File: src/rtl/shift_reg_seq.sv
// Registered shift/load slice: one command per start strobe; a load completes in
// one cycle, and a serial shift or rotate moves one bit per cycle for amt cycles.
module shift_reg_seq #(
    parameter int WIDTH    = 16,
    parameter int CNT_W    = 5,
    parameter bit INV_LOAD = 1'b1
) (
    input  logic             clk_pad,
    input  logic             rst_n_pad,
    input  logic             start_pad,
    input  logic [1:0]       mode_pad,
    input  logic [CNT_W-1:0] amt_pad,
    input  logic [WIDTH-1:0] din_pad,
    input  logic             sin_pad,
    input  logic             clr_pad,
    output logic [WIDTH-1:0] q_pad,
    output logic             sout_pad,
    output logic             busy_pad,
    output logic             done_pad
);

    localparam logic [1:0] M_LOAD = 2'b00;
    localparam logic [1:0] M_SHL  = 2'b01;
    localparam logic [1:0] M_SHR  = 2'b10;

    typedef enum logic {IDLE = 1'b0, SHIFT = 1'b1} state_t;

    state_t             state_q, state_d;
    logic [1:0]         mode_q,  mode_d;
    logic [CNT_W-1:0]   cnt_q,   cnt_d;
    logic [WIDTH-1:0]   q_q,     q_d;
    logic               sout_q,  sout_d;
    logic               done_q,  done_d;

    always_ff @(posedge clk_pad or negedge rst_n_pad) begin
        if (!rst_n_pad) begin
            state_q <= IDLE;
            mode_q  <= M_LOAD;
            cnt_q   <= '0;
            q_q     <= '0;
            sout_q  <= 1'b0;
            done_q  <= 1'b0;
        end else begin
            state_q <= state_d;
            mode_q  <= mode_d;
            cnt_q   <= cnt_d;
            q_q     <= q_d;
            sout_q  <= sout_d;
            done_q  <= done_d;
        end
    end

    always_comb begin
        state_d = state_q;
        mode_d  = mode_q;
        cnt_d   = cnt_q;
        q_d     = q_q;
        sout_d  = sout_q;
        done_d  = 1'b0;
        if (clr_pad) begin
            // Clear wins over everything and aborts a shift without a done pulse.
            state_d = IDLE;
            cnt_d   = '0;
            q_d     = '0;
            sout_d  = 1'b0;
        end else begin
            case (state_q)
                IDLE: begin
                    if (start_pad) begin
                        if (mode_pad == M_LOAD) begin
                            q_d    = INV_LOAD ? ~din_pad : din_pad;
                            done_d = 1'b1;
                        end else begin
                            mode_d = mode_pad;
                            if (amt_pad == '0) begin
                                done_d = 1'b1;
                            end else begin
                                cnt_d   = amt_pad;
                                state_d = SHIFT;
                            end
                        end
                    end
                end
                SHIFT: begin
                    case (mode_q)
                        M_SHL: begin
                            q_d    = {q_q[WIDTH-2:0], sin_pad};
                            sout_d = q_q[WIDTH-1];
                        end
                        M_SHR: begin
                            q_d    = {sin_pad, q_q[WIDTH-1:1]};
                            sout_d = q_q[0];
                        end
                        default: begin
                            q_d    = {q_q[0], q_q[WIDTH-1:1]};
                            sout_d = q_q[0];
                        end
                    endcase
                    cnt_d = cnt_q - 1'b1;
                    if (cnt_q == CNT_W'(1)) begin
                        state_d = IDLE;
                        done_d  = 1'b1;
                    end
                end
                default: state_d = IDLE;
            endcase
        end
    end

    assign q_pad    = q_q;
    assign sout_pad = sout_q;
    assign busy_pad = (state_q == SHIFT);
    assign done_pad = done_q;

endmodule

File: config.mk
export PLATFORM = sky130hd
export DESIGN_NAME = shift_reg_seq
export DESIGN_NICKNAME = d
export VERILOG_FILES = /design/src/rtl/shift_reg_seq.sv
export SDC_FILE = /design/constraint.sdc
export NUM_CORES = 1
export LEC_CHECK = 0
export ABC_AREA = 1
export BUFFER_PORTS_ARGS = -buffer_cell sky130_fd_sc_hd__buf_2
export CAP_MARGIN = 20
export CORE_UTILIZATION = 25
export DETAILED_ROUTE_END_ITERATION = 16
export PLACE_DENSITY_LB_ADDON = 0.1
export SLEW_MARGIN = 20
export SYNTH_ARGS = -nofsm -noshare
export SYNTH_HDL_FRONTEND = slang
export SYNTH_SLANG_ARGS = --single-unit
export TNS_END_PERCENT = 1
File: constraint.sdc
create_clock -name clk_pad -period 2.2 [get_ports clk_pad]
set_input_delay 0.33 -clock clk_pad [delete_from_list [all_inputs] [get_ports clk_pad]]
set_output_delay 0.33 -clock clk_pad [all_outputs]
set_load 0.03 [all_outputs]
==> results.rst <==
.. list-table::
   :header-rows: 1

   * - Metric
     - Value
   * - Run status
     - complete, no violations
   * - Kind of end point of the critical path
     - flip-flop
   * - Clock Tree Root
     - sky130_fd_sc_hd__clkbuf_8
   * - Die Ht
     - 82.9 um
   * - Final worst path period share
     - 75.8%
   * - Number of cells produced by synthesis
     - roughly 210
   * - Ranking of synthesized cells by instance count
     - sky130_fd_sc_hd__nand2_1 (56), sky130_fd_sc_hd__inv_1 (27), sky130_fd_sc_hd__dfrtp_1 (26)
   * - Setup repair after global routing missed its margin
     - no
   * - Maximum number of buffers from clock root to sink
     - 2
   * - Post-synthesis sequential area ratio
     - 39.8%
   * - Initial core utilization
     - roughly a quarter
   * - Clock latency on the worst-skew pair
     - 0.27 ns
   * - Total die area
     - ~0.0069 mm2
   * - Number of placement rows
     - 29
   * - Number of synthesized flops with an enable pin
     - 0
   * - HPWL Detailed
     - 3.30 mm
   * - Clock share of power
     - 21.9%
   * - Gr ovfl total
     - 0
   * - Post-DRT Antenna Nets
     - 0
   * - Family with the most delay on the worst path
     - simple AND/OR/NAND/NOR gates
   * - Highest Clock Rate
     - about 600 MHz
   * - Max-cap violations
     - 0
   * - Setup TNS after final layout
     - 0 ns
   * - Layout Nets
     - 290
   * - Total clock sinks
     - 26
   * - Count of antenna diodes in the layout
     - 0
   * - Total detailed-routing wirelength
     - 4.49 mm
   * - Combinational share of power
     - 38.3%
   * - Final worst path period need
     - about 1.7 ns
   * - Count of pins over their slew limit
     - 0
   * - Top cell type's share of synthesized area
     - around two fifths
   * - Number of search-and-repair iterations in the first detailed-routing pass
     - 4
   * - Area growth syn-to-layout
     - 23.1%
   * - Overall fraction of global-route tracks in use
     - a little over an eighth
   * - Synth area leader
     - sky130_fd_sc_hd__dfrtp_1
   * - Ports placed on the boundary
     - 47
   * - Internal power contribution
     - 0.885 mW
   * - Setup repair bufs after CTS
     - 0
   * - Worst setup SP type
     - flip-flop
   * - Worst min-delay path class
     - input port to async pin
   * - Worst-case setup slack after placement
     - 0.541 ns
   * - Initial DRC count
     - 47
   * - Pwr dens
     - between 700 and 800 mW/mm2
   * - Critical Path AT
     - 1.88 ns
   * - Wire length of the first global-routing pass
     - 7.71 mm
   * - #FFs+latches synth
     - 26
   * - H-Tree Depth
     - 1
   * - CP peak stage delay
     - 0.36 ns
   * - Largest vdd supply drop
     - 0.000364 V
   * - Worst slew slack as a fraction of its limit
     - 57.9%
   * - Top FF cell, synth
     - sky130_fd_sc_hd__dfrtp_1
   * - Number of hold-slack violations in the final timing report
     - 0
   * - Final GP Congestion
     - between 0.6 and 0.7
   * - Detailed-route via count
     - 1542
   * - Number of design rule violations left after detail routing
     - 0
   * - Clock tree from TritonCTS
     - built
   * - Share of post-route cells with drive strength above 1
     - 30.4%
   * - Worst-path cell with the longest stage delay
     - sky130_fd_sc_hd__dfrtp_1
   * - Relative contribution of sequential cells to total power
     - 39.8%
   * - Worst Path Max Fanout
     - 9
   * - Clock input transition at the sequential cells of the worst setup and hold paths
     - 0.10 ns
   * - Vias per inst
     - about 4.6
   * - Number of warning messages in the yosys log
     - 0
   * - Cell breakdown of the critical path
     - inv_1, ha_1, nor2_2, buf_4, nand2_1, o211ai_1, nand3_2, o21ai_2
   * - Count of different cell masters after synthesis
     - 26
   * - Worst setup path category
     - flip-flop to flip-flop
   * - Slew at the pin closest to its max-slew limit
     - 0.632 ns
   * - Mapped Avg Cell Area
     - roughly 7.8 um2
   * - Final setup margin
     - between 0.5 and 0.6 ns
   * - Req. time, crit path
     - ~2.4 ns
   * - Total power
     - 1.48 mW
   * - Maximum number of pins on one net before global-route repair
     - 27
   * - Clock buffer count from CTS
     - 3
   * - Worst setup skew after layout
     - 0.00177 ns
   * - Count of cells resized by post-cts repair
     - 0
   * - Dominant cell by count in the synthesized netlist
     - sky130_fd_sc_hd__nand2_1
   * - Horizontal die dimension
     - 82.9 um
   * - Non-filler cells in the finished layout
     - 334
   * - Switching share of power
     - 40.2%
   * - Psw
     - 0.596 mW
   * - Bufs and invs on worst path
     - 2
   * - IO buf count
     - 46
   * - Vias in the first global route
     - ~1600
   * - Cell types occupying the most area after synthesis
     - sky130_fd_sc_hd__dfrtp_1 (40%), sky130_fd_sc_hd__nand2_1 (13%), sky130_fd_sc_hd__o211ai_1 (6.9%)
   * - Syn Nets
     - 241
   * - Core Area
     - between 0.006 and 0.007 mm2
   * - Antenna violations before repair
     - 0
   * - Quantity of hold-fixing buffers added after cts
     - 0
   * - Share of synthesized flip-flops with an asynchronous set or reset
     - 100%
   * - Final core utilization
     - 31.7%
   * - Leakage power of the design
     - 0.969 nW
   * - Cell count after placement
     - 330
   * - Final routed wire length divided by cell count
     - 13.4 um
   * - Setup violation total in the final timing report
     - 0
   * - Post-synthesis instance area
     - approximately 0.0016 mm2
cells in the final DEF, fill, tap and decap left out:
cell / netlist / routed
sky130_fd_sc_hd__o21ai_1: 4 / 4
sky130_fd_sc_hd__o211ai_1: 15 / 15
sky130_fd_sc_hd__nor2_2: 2 / 2
sky130_fd_sc_hd__a21oi_1: 2 / 2
sky130_fd_sc_hd__nand3_2: 9 / 9
sky130_fd_sc_hd__nand4_1: 1 / 1
sky130_fd_sc_hd__buf_4: 2 / 6
sky130_fd_sc_hd__o21ai_0: 10 / 10
sky130_fd_sc_hd__nand2_2: 1 / 1
sky130_fd_sc_hd__dfrtp_1: 26 / 26
sky130_fd_sc_hd__o21a_1: 2 / 2
sky130_fd_sc_hd__nand3_1: 20 / 20
sky130_fd_sc_hd__clkbuf_8: 0 / 4
sky130_fd_sc_hd__a21oi_4: 1 / 1
sky130_fd_sc_hd__xnor2_1: 1 / 1
sky130_fd_sc_hd__ha_1: 4 / 4
sky130_fd_sc_hd__buf_2: 3 / 46
sky130_fd_sc_hd__a31oi_1: 2 / 2
sky130_fd_sc_hd__inv_1: 27 / 27
sky130_fd_sc_hd__nand2_1: 56 / 56
sky130_fd_sc_hd__o21ai_2: 8 / 8
sky130_fd_sc_hd__o22ai_1: 1 / 1
sky130_fd_sc_hd__nor2_1: 7 / 7
sky130_fd_sc_hd__inv_2: 1 / 1
sky130_fd_sc_hd__nand3b_1: 1 / 1
sequential cells by signal, summed over array words and instances, names as in the netlist:
signal	cells
q_pad	16
cnt_q	5
mode_q	2
busy_pad	1
done_pad	1
sout_pad	1
cell families after synthesis:
| logic type | share of synthesized area [%] |
|---|---|
| buf+inv | 9.41 |
| simple gates | 28.1 |
| xor+xnor | 0.536 |
| fa+ha+maj | 3.06 |
| flops | 39.8 |
| compound gates | 19.1 |
power groups by stage:
stage	registers, mW	clock network [mW]	logic, mW
after floorplan	0.667	0	0.323
after global placement	0.602	0	0.575
after detailed placement	0.600	0	0.575
after CTS	0.591	0.335	0.577
after global routing	0.600	0.351	0.633
final	0.589	0.325	0.567
metrics by stage:
step,hold WS (ns),instance area (um2)
floorplan,0.0344,1640
CTS,0.0873,2010
global route,0.113,2010
finish,0.0626,2010
detailed placement,0.388,1960
global placement,0.411,1960
area by class of cell:
class	count	area [um2]
repair buffers	52	275
multi-input cells	147	831
well taps	77	96.3
clock buffers	4	55.1
fillers	694	4340
inverters	28	105
flip-flops and latches	26	651
path summary, 6_finish.rpt:
path	from	endpoint	slack, ns	cells after the start
hold reg to reg	cnt_q[3]	cnt_q[3]	0.55	2
min in group clk_pad	mode_pad[0]	mode_q[0]	0.29	2
setup reg to reg	mode_q[0]	q_pad[8]	0.53	8
setup / recovery	mode_q[0]	q_pad[8]	0.53	8
max in group asynchronous	rst_n_pad	mode_q[0]	1.73	1
hold / removal	rst_n_pad	cnt_q[1]	0.06	1
metal layers:
metal / share of wire (%) / GRT usage, %
met1: 48 / 17.6
met2: 48 / 24.1
met3: 2.7 / 2.19
met4: 0.67 / 3.29
met5: 0 / 0
Note: power is estimated with default switching activity, not from simulation.
